[config.mk]
export PLATFORM = sky130hd
export DESIGN_NAME = eth_phy_10g_tx_hdr_err_inject_flat
export DESIGN_NICKNAME = d
export VERILOG_FILES = /design/src/rtl/eth_phy_10g_tx_hdr_err_inject_if.sv /design/src/rtl/eth_phy_10g_tx_hdr_err_inject.sv /design/src/flat_wrapper.sv
export SDC_FILE = /design/constraint.sdc
export NUM_CORES = 1
export LEC_CHECK = 0
export CAP_MARGIN = 15
export CORE_MARGIN = 2
export CORE_UTILIZATION = 47
export CTS_CLUSTER_DIAMETER = 100
export CTS_CLUSTER_SIZE = 30
export DETAILED_ROUTE_END_ITERATION = 12
export PLACE_DENSITY = 0.85
export SYNTH_ARGS = -nofsm -noshare
export SYNTH_HDL_FRONTEND = slang
export SYNTH_SLANG_ARGS = --single-unit
[constraint.sdc]
create_clock -name tx_clk -period 4.7 [get_ports tx_clk]
set_clock_uncertainty 0.15 [all_clocks]
set_input_delay 0.705 -clock tx_clk [delete_from_list [all_inputs] [get_ports tx_clk]]
set_output_delay 0.705 -clock tx_clk [all_outputs]
set_load 0.02 [all_outputs]
[src/rtl/eth_phy_10g_tx_hdr_err_inject_if.sv]
// 64b/66b block bus into and out of the TX sync-header error injector.
// The master drives the raw PHY blocks and observes what goes to the serdes.
interface eth_phy_10g_tx_hdr_err_inject_if #(
  parameter int DATA_WIDTH = 64,
  parameter int HDR_WIDTH  = 2
);
  logic [DATA_WIDTH-1:0] in_data;
  logic [HDR_WIDTH-1:0]  in_hdr;
  logic [DATA_WIDTH-1:0] out_data;
  logic [HDR_WIDTH-1:0]  out_hdr;

  modport master (output in_data, output in_hdr, input out_data, input out_hdr);
  modport slave  (input in_data, input in_hdr, output out_data, output out_hdr);
endinterface

[src/rtl/eth_phy_10g_tx_hdr_err_inject.sv]
// Registered TX block pass-through that replaces the sync header of a
// scheduled series of blocks with an invalid value.
//
// state  | meaning
// IDLE   | no run; waiting for cfg_start
// DELAY  | passing cfg_delay clean blocks before the first bad header
// INJECT | current block's header is replaced by the bad header
// GAP    | passing cfg_spacing clean blocks between bad headers
module eth_phy_10g_tx_hdr_err_inject #(
  parameter int DATA_WIDTH = 64,
  parameter int HDR_WIDTH  = 2,
  parameter int CNT_WIDTH  = 8
) (
  input  logic                 tx_clk,
  input  logic                 tx_rst,
  eth_phy_10g_tx_hdr_err_inject_if.slave blk,
  input  logic                 cfg_start,
  input  logic                 cfg_abort,
  input  logic [15:0]          cfg_delay,
  input  logic [CNT_WIDTH-1:0] cfg_count,
  input  logic [7:0]           cfg_spacing,
  input  logic [HDR_WIDTH-1:0] cfg_bad_hdr,
  output logic                 busy,
  output logic                 done,
  output logic [CNT_WIDTH-1:0] inj_count
);

  typedef enum logic [1:0] {IDLE, DELAY, INJECT, GAP} state_t;

  state_t                state;
  logic [15:0]           dly_cnt;
  logic [7:0]            gap_cnt;
  logic [CNT_WIDTH-1:0]  rem_cnt;
  logic [7:0]            spacing_l;
  logic [HDR_WIDTH-1:0]  bad_hdr_l;
  logic [DATA_WIDTH-1:0] out_data_q;
  logic [HDR_WIDTH-1:0]  out_hdr_q;

  assign blk.out_data = out_data_q;
  assign blk.out_hdr  = out_hdr_q;

  always_ff @(posedge tx_clk) begin
    if (tx_rst) begin
      state      <= IDLE;
      dly_cnt    <= '0;
      gap_cnt    <= '0;
      rem_cnt    <= '0;
      spacing_l  <= '0;
      bad_hdr_l  <= '0;
      out_data_q <= '0;
      out_hdr_q  <= '0;
      busy       <= 1'b0;
      done       <= 1'b0;
      inj_count  <= '0;
    end else begin
      out_data_q <= blk.in_data;
      out_hdr_q  <= (state == INJECT) ? bad_hdr_l : blk.in_hdr;
      done       <= 1'b0;
      if (state == INJECT) begin
        inj_count <= inj_count + 1'b1;
        rem_cnt   <= rem_cnt - 1'b1;
      end
      // abort overrides every transition, including a start in IDLE
      if (cfg_abort) begin
        state <= IDLE;
        busy  <= 1'b0;
      end else begin
        case (state)
          IDLE: begin
            if (cfg_start) begin
              spacing_l <= cfg_spacing;
              // only all-zeros or all-ones are invalid headers; 01/10 fold to zeros
              bad_hdr_l <= (cfg_bad_hdr == {HDR_WIDTH{1'b1}}) ? {HDR_WIDTH{1'b1}} : '0;
              rem_cnt   <= cfg_count;
              dly_cnt   <= cfg_delay;
              inj_count <= '0;
              if (cfg_count == '0) begin
                done <= 1'b1;
              end else if (cfg_delay == 16'd0) begin
                state <= INJECT;
                busy  <= 1'b1;
              end else begin
                state <= DELAY;
                busy  <= 1'b1;
              end
            end
          end
          DELAY: begin
            if (dly_cnt == 16'd1) state <= INJECT;
            else dly_cnt <= dly_cnt - 16'd1;
          end
          INJECT: begin
            if (rem_cnt == CNT_WIDTH'(1)) begin
              state <= IDLE;
              busy  <= 1'b0;
              done  <= 1'b1;
            end else if (spacing_l != 8'd0) begin
              state   <= GAP;
              gap_cnt <= spacing_l;
            end
          end
          GAP: begin
            if (gap_cnt == 8'd1) state <= INJECT;
            else gap_cnt <= gap_cnt - 8'd1;
          end
          default: state <= IDLE;
        endcase
      end
    end
  end

endmodule

[src/flat_wrapper.sv]
// flat-port wrapper written by rule: the top's interface ports become plain ports
module eth_phy_10g_tx_hdr_err_inject_flat 
#(
  parameter int DATA_WIDTH = 64,
  parameter int HDR_WIDTH  = 2,
  parameter int CNT_WIDTH  = 8
)
  (tx_clk, tx_rst, cfg_start, cfg_abort, cfg_delay, cfg_count, cfg_spacing, cfg_bad_hdr, busy, done, inj_count, blk_in_data, blk_in_hdr, blk_out_data, blk_out_hdr);
  eth_phy_10g_tx_hdr_err_inject_if #(.DATA_WIDTH(DATA_WIDTH), .HDR_WIDTH(HDR_WIDTH)) blk_i ();
  input  logic tx_clk;
  input  logic tx_rst;
  input  logic cfg_start;
  input  logic cfg_abort;
  input  logic [15:0] cfg_delay;
  input  logic [CNT_WIDTH-1:0] cfg_count;
  input  logic [7:0] cfg_spacing;
  input  logic [HDR_WIDTH-1:0] cfg_bad_hdr;
  output logic busy;
  output logic done;
  output logic [CNT_WIDTH-1:0] inj_count;
  input wire logic [$bits(blk_i.in_data)-1:0] blk_in_data;
  input wire logic [$bits(blk_i.in_hdr)-1:0] blk_in_hdr;
  output wire logic [$bits(blk_i.out_data)-1:0] blk_out_data;
  output wire logic [$bits(blk_i.out_hdr)-1:0] blk_out_hdr;
  assign blk_i.in_data = blk_in_data;
  assign blk_i.in_hdr = blk_in_hdr;
  assign blk_out_data = blk_i.out_data;
  assign blk_out_hdr = blk_i.out_hdr;
  eth_phy_10g_tx_hdr_err_inject #(.DATA_WIDTH(DATA_WIDTH), .HDR_WIDTH(HDR_WIDTH), .CNT_WIDTH(CNT_WIDTH)) u_core (.tx_clk(tx_clk), .tx_rst(tx_rst), .blk(blk_i), .cfg_start(cfg_start), .cfg_abort(cfg_abort), .cfg_delay(cfg_delay), .cfg_count(cfg_count), .cfg_spacing(cfg_spacing), .cfg_bad_hdr(cfg_bad_hdr), .busy(busy), .done(done), .inj_count(inj_count));
endmodule
Yosys cells after proc, flatten, opt, wreduce, memory -nomap -nowiden
Cells that the tools add are included.
Widths: inputs -> output; s select.
{"block": "classes", "add_sub_neg": 4, "n_mul": 0, "div_mod_pow": 0, "order_cmp": 0, "eq_ne": 17, "n_shift": 0, "muxes": 33, "bitwise": 1, "n_reduce_logical": 13}
{"operator": "$mux 8", "n": 11}
{"operator": "$mux 16", "n": 2}
{"operator": "$pmux 16 s2", "n": 1}
{"operator": "$mux 2", "n": 9}
{"operator": "$eq 16x1->1 const B", "n": 1}
{"operator": "$eq 8x1->1 const B", "n": 2}
{"operator": "$logic_not 16->1", "n": 1}
{"operator": "$pmux 8 s2", "n": 1}
{"operator": "$sub 16x1->16 const B", "n": 1}
{"operator": "$sub 8x1->8 const B", "n": 2}
{"operator": "$ne 2x2->1 const B", "n": 7}
{"operator": "$reduce_and 5->1", "n": 2}
{"operator": "$add 8x1->8 const B", "n": 1}
{"operator": "$logic_not 8->1", "n": 1}
{"operator": "$pmux 2 s4", "n": 1}
{"operator": "$reduce_and 4->1", "n": 2}
{"operator": "$reduce_bool 8->1", "n": 1}
{"operator": "$eq 2x2->1 const B", "n": 3}
{"operator": "$mux 1", "n": 6}
{"operator": "$reduce_bool 2->1", "n": 3}
{"operator": "$ne 2x1->1 const B", "n": 2}
{"operator": "$pmux 1 s2", "n": 2}
{"operator": "$ne 3x3->1 const B", "n": 1}
{"operator": "$reduce_and 3->1", "n": 1}
{"operator": "other kinds (4)", "n": 4}
{"block": "word_totals", "regBits": 120, "latch_bits": 0, "ram_bits": 0, "rom_bits": 0, "input_bits": 104, "out_inout_bits": 76, "wordCells": 79, "n_memories": 0}

Longest topological paths before layout
{"block": "logic_depth", "ltp_word": 5, "mapped_depth": 8}

Worst setup path after synthesis
OpenSTA, ideal clock, no wires.
{"block": "synth_path", "path_type": "register to register", "startpoint": "register u_core.rem_cnt[3]", "endpoint": "register u_core.gap_cnt[0]", "setup_ps": 101, "t_arrival_ps": 2021, "setup_slack_ps": 2428, "path_stages_with_launch": 7, "cell_sequence": "dfxtp_1 > or4_4 > or4b_1 > buf_2 > a21o_1 > a311o_1 > o41ai_1"}
{"block": "synth_via", "elab_chain_cells": 3}
{"element": "start, declared", "line": "eth_phy_10g_tx_hdr_err_inject.sv:33", "source": "logic [CNT_WIDTH-1:0] rem_cnt;"}
{"element": "start signal, assigned", "line": "eth_phy_10g_tx_hdr_err_inject.sv:61", "source": "rem_cnt <= rem_cnt - 1'b1;"}
{"element": "start signal, assigned", "line": "eth_phy_10g_tx_hdr_err_inject.sv:74", "source": "rem_cnt <= cfg_count;"}
{"element": "$eq 8x1->1", "line": "eth_phy_10g_tx_hdr_err_inject.sv:93", "source": "if (rem_cnt == CNT_WIDTH'(1)) begin"}
{"element": "$ne 2x2->1 (no line)"}
{"element": "$reduce_and 5->1 (no line)"}
{"element": "end signal, assigned", "line": "eth_phy_10g_tx_hdr_err_inject.sv:99", "source": "gap_cnt <= spacing_l;"}
{"element": "end signal, assigned", "line": "eth_phy_10g_tx_hdr_err_inject.sv:104", "source": "else gap_cnt <= gap_cnt - 8'd1;"}
{"element": "end, declared", "line": "eth_phy_10g_tx_hdr_err_inject.sv:32", "source": "logic [7:0] gap_cnt;"}
Every way passes these cells.
A chain may end at the register's enable or synchronous reset.

Worst setup path after layout
{"block": "layout_path", "startpoint": "register u_core.dly_cnt[6]", "endpoint": "register u_core.dly_cnt[9]"}
{"block": "layout_via", "elab_chain_cells": 3, "word_cells_on_any_way": 6}
{"element": "start, declared", "line": "eth_phy_10g_tx_hdr_err_inject.sv:31", "source": "logic [15:0] dly_cnt;"}
{"element": "start signal, assigned", "line": "eth_phy_10g_tx_hdr_err_inject.sv:75", "source": "dly_cnt <= cfg_delay;"}
{"element": "start signal, assigned", "line": "eth_phy_10g_tx_hdr_err_inject.sv:90", "source": "else dly_cnt <= dly_cnt - 16'd1;"}
{"element": "$sub 16x1->16 / $eq 16x1->1 (equally long branches)", "line": "eth_phy_10g_tx_hdr_err_inject.sv:90, eth_phy_10g_tx_hdr_err_inject.sv:89"}
{"element": "$mux 16 / $ne 2x2->1 (equally long branches)"}
{"element": "$pmux 16 s2 / $reduce_and 4->1 (equally long branches)"}
Parallel ways exist; a longest one is shown, timed or not. The select of a mux whose other input is x is not followed.

==> implementation parameters <==
Parameter                              Value

Status
  Run status ... completed

Clock tree
  Hold-fix buffers, CTS ... 0
  Sinks on the clock net ... 119
  # H-tree levels ... 4
  Clock-pin slew on the worst setup and hold paths ... 60 ps
  CTS tree ... done
  Clock Root Buffer ... sky130_fd_sc_hd__clkbuf_8
  CTS Buf Count ... 17
  Worst-skew pair later-pin latency ... 510 ps
  Number of gates resized after CTS ... 0
  Max Buffers Root-to-Sink ... 2
  Total setup buffers inserted after CTS ... 0

Worst setup path
  WP data required ... 4870 ps
  R2r setup slk ... 2050 ps
  Kind of capture point of the worst setup path ... flop
  Critical Path Max Stage Delay ... 760 ps
  Critical path endpoint ... u_core.dly_cnt[9]$_SDFFE_PP0P_
  Max FO, Critical Path ... 25
  Number of buffer and inverter instances along the worst setup path ... 0
  Startpoint type of the worst setup path ... flop
  CP Cell Sequence ... nor4_1, nand3_1, o21a_1, o21ai_0, a221oi_1
  R2R depth ... 5
  Crit Path Category ... flop to flop
  Launching instance or port of the critical path ... u_core.dly_cnt[6]$_SDFFE_PP0P_
  Endpoint of the most critical register-to-register path ... u_core.dly_cnt[9]$_SDFFE_PP0P_
  Crit Reg-Reg Startpoint ... u_core.dly_cnt[6]$_SDFFE_PP0P_
  CP max-delay cell ... sky130_fd_sc_hd__nor4_1
  Data arrival time of the critical path ... 2820 ps
  Cell count along the critical path ... 5
  Worst path top cell family by delay ... simple AND/OR/NAND/NOR gates

Timing
  Setup slack of the critical path after layout ... 2050 ps
  Headroom to the max-slew limit ... 27.33%
  Number of hold violations in the final report ... 0
  Highest achievable clock rate ... 377.4 MHz
  Period utilisation layout ... 56.38%
  Setup repair after global routing missed its margin ... no
  Min cycle time layout ... 2650 ps
  Final setup violating endpoints ... 0
  Total count of max-transition violations in the final report ... 0
  Total Negative Setup Slacks ... 0 ps
  Slew @ Worst Pin ... 1090 ps

Worst hold path
  Kind of path behind the tightest hold check ... flop to flop

Placement
  I/O Buffers ... 179
  Placed cell area ... 6533 um2
  HPWL reported at the end of detailed placement ... 8708 um
  Final Wtd Congestion ... 0.9338
  Pre-CTS WS ... 1604 ps

Floorplan
  Area of the placeable core ... 9729 um2
  Die Wd ... 103.7 um
  Vertical die dimension ... 103.7 um
  Ports ... 180
  Area of the die ... 10760 um2
  Initial core utilization ... 48.06%
  Row Count ... 36

Yosys
  Mean post-synth cell area ... 8.839 um2
  Seq cells post-synth ... 119
  Sequential fraction of the synthesis area ... 50.95%
  Syn. warnings ... 0
  Number of synthesized flops with an enable pin ... 0
  Ys flop type ... sky130_fd_sc_hd__dfxtp_1
  Mapped Area ... 4676 um2
  Proportion of synthesized flip-flops having asynchronous set or reset ... 0%
  Number of distinct standard cells referenced by the synthesized netlist ... 49
  Count of mapped cells out of synthesis ... 529
  Syn nets ... 640

GRT
  Largest net degree at the start of global routing ... 110
  Remaining global-route overflow ... 0
  Total routing resource utilization after global routing ... 23.70%
  First-pass GRT wire length ... 20680 um
  Number of antenna violations at the first check in global routing ... 0
  Number of global-route vias before repair ... 4388

Layout
  Fraction of layout cells with a size suffix above 1 ... 5.882%
  Area delta synth->final ... 53.04%
  Utilization after layout ... 73.55%
  Finished layout cell area ... 7156 um2
  Antenna diodes ... 0
  Final net count ... 812

Detailed routing
  Routed Antenna Nets ... 0
  Starting DRC count in detailed routing ... 314
  Avg WL per Cell ... 14.82 um
  Router iterations before antenna repair ... 5
  Vias per cell ... 5.357
  Total via count in the routed design ... 4537
  Residual DRC ... 0
  Total wire length ... 12550 um

Job
  Count of max-cap constraint violations ... 0

Pwr
  Peak VDD IR ... 0.2784 mV
  Leakage power ... 2.669 nW
  Power per cell area ... 387.5 nW/um2
-- cell type report --
class	instances	area, um2
inverter	11	41.29
timing repair buffer	181	1802
tap	133	166.4
clock buffer	20	445.4
fill	683	2574
multi-input combinational	371	2146
clock inverter	12	172.7
sequential	119	2382
-- flip-flops by register name, indices dropped and copies added, names as in the netlist --
name / cells
u_core.rem_cnt: 8
u_core.bad_hdr_l: 1
u_core.blk.out_hdr: 2
u_core.blk.out_data: 64
u_core.state: 2
u_core.gap_cnt: 8
u_core.done: 1
u_core.inj_count: 8
u_core.spacing_l: 8
u_core.dly_cnt: 16
u_core.busy: 1
-- through the flow --
| stage | std cells | hold slack [ps] | power (W) |
|---|---|---|---|
| global placement | 814 | 290.5 | 0.001447 |
| floorplan | 529 | 282.1 | 0.001275 |
| global route | 847 | 344.0 | 0.002877 |
| finish | 847 | 327.6 | 0.002773 |
| CTS | 846 | 325.6 | 0.002794 |
| detailed placement | 814 | 316.7 | 0.001457 |
-- cell families after synthesis --
kind of cell,Yosys count,synth area share (%)
and+or+nand+nor,230,24.97
adders and majority gates,7,1.873
AOI/OAI and AO/OA,122,16.81
DFF,119,50.95
xor gates and xnor gates,12,2.248
buffers and inverters,39,3.157
-- worst min path at each step --
stage	from	endpoint	slack (ps)	cells past startpoint
final	u_core.dly_cnt[11]$_SDFFE_PP0P_	u_core.dly_cnt[11]$_SDFFE_PP0P_	330	2
after global routing	u_core.dly_cnt[11]$_SDFFE_PP0P_	u_core.dly_cnt[11]$_SDFFE_PP0P_	340	2
after CTS	u_core.dly_cnt[11]$_SDFFE_PP0P_	u_core.dly_cnt[11]$_SDFFE_PP0P_	330	2
after detailed placement	u_core.dly_cnt[11]$_SDFFE_PP0P_	u_core.dly_cnt[11]$_SDFFE_PP0P_	320	2
after global placement	u_core.bad_hdr_l[0]$_SDFFE_PP0P_	u_core.bad_hdr_l[0]$_SDFFE_PP0P_	290	2
after floorplan	u_core.bad_hdr_l[0]$_SDFFE_PP0P_	u_core.bad_hdr_l[0]$_SDFFE_PP0P_	280	2
-- cell usage in the layout, fill, tap and decap left out, types with 3 or more instances in the layout --
master / synthesis / final
sky130_fd_sc_hd__nor2_1: 43 / 43
sky130_fd_sc_hd__dfxtp_1: 119 / 119
sky130_fd_sc_hd__or4_1: 3 / 3
sky130_fd_sc_hd__clkdlybuf4s50_1: 0 / 178
sky130_fd_sc_hd__a211oi_1: 13 / 13
sky130_fd_sc_hd__nand4_1: 6 / 6
sky130_fd_sc_hd__xor2_1: 5 / 5
sky130_fd_sc_hd__nand3_1: 9 / 9
sky130_fd_sc_hd__o21ai_0: 29 / 29
sky130_fd_sc_hd__o31ai_1: 9 / 9
sky130_fd_sc_hd__or3_1: 3 / 3
sky130_fd_sc_hd__inv_1: 11 / 11
sky130_fd_sc_hd__bufinv_16: 0 / 4
sky130_fd_sc_hd__nor2b_1: 68 / 68
sky130_fd_sc_hd__xnor2_1: 7 / 7
sky130_fd_sc_hd__clkbuf_8: 0 / 3
sky130_fd_sc_hd__ha_1: 7 / 7
sky130_fd_sc_hd__clkbuf_16: 0 / 16
sky130_fd_sc_hd__nand2_1: 62 / 62
sky130_fd_sc_hd__a21oi_1: 36 / 36
sky130_fd_sc_hd__and2_1: 3 / 3
sky130_fd_sc_hd__nand2b_1: 5 / 5
sky130_fd_sc_hd__clkinv_2: 0 / 4
sky130_fd_sc_hd__o311ai_0: 3 / 3
sky130_fd_sc_hd__nor3_1: 9 / 9
sky130_fd_sc_hd__a31o_2: 4 / 4
sky130_fd_sc_hd__o211ai_1: 3 / 3
sky130_fd_sc_hd__nor4_1: 14 / 14
-- metal layers --
| metal | GRT usage, % | wire length (um) | vias to the layer above |
|---|---|---|---|
| li1 | - | - | 2185 |
| met1 | 26.84 | 4958 | 2085 |
| met2 | 40.78 | 6261 | 234 |
| met3 | 8.748 | 1005 | 33 |
| met4 | 8.977 | 327 | 0 |
| met5 | 0 | 0 | - |
-- Yosys cell counts, types with 4 or more instances --
master / instances / area [um2]
sky130_fd_sc_hd__nor3_1: 9 / 45.04
sky130_fd_sc_hd__a31o_2: 4 / 35.03
sky130_fd_sc_hd__clkbuf_1: 26 / 97.59
sky130_fd_sc_hd__nand3_1: 9 / 45.04
sky130_fd_sc_hd__o21ai_0: 29 / 145.1
sky130_fd_sc_hd__nor2_1: 43 / 161.4
sky130_fd_sc_hd__nand2_1: 62 / 232.7
sky130_fd_sc_hd__nand2b_1: 5 / 31.28
sky130_fd_sc_hd__a211oi_1: 13 / 97.59
sky130_fd_sc_hd__nand4_1: 6 / 37.54
sky130_fd_sc_hd__xor2_1: 5 / 43.79
sky130_fd_sc_hd__nor4_1: 14 / 87.58
sky130_fd_sc_hd__o31ai_1: 9 / 67.56
sky130_fd_sc_hd__ha_1: 7 / 87.58
sky130_fd_sc_hd__xnor2_1: 7 / 61.31
sky130_fd_sc_hd__inv_1: 11 / 41.29
sky130_fd_sc_hd__dfxtp_1: 119 / 2382
sky130_fd_sc_hd__a21oi_1: 36 / 180.2
sky130_fd_sc_hd__nor2b_1: 68 / 425.4
-- power by group --
part           switching (W)  internal, W
sequential         0.0000282      0.00106
clock               0.000444     0.000887
combinational       0.000169     0.000184
-- worst min-delay path, stage by stage (launching register included) --
cell,delay (ps)
sky130_fd_sc_hd__dfxtp_1,310
sky130_fd_sc_hd__o21ai_0,60
sky130_fd_sc_hd__a21oi_1,60
No activity file was read; power rests on OpenSTA's default activity.
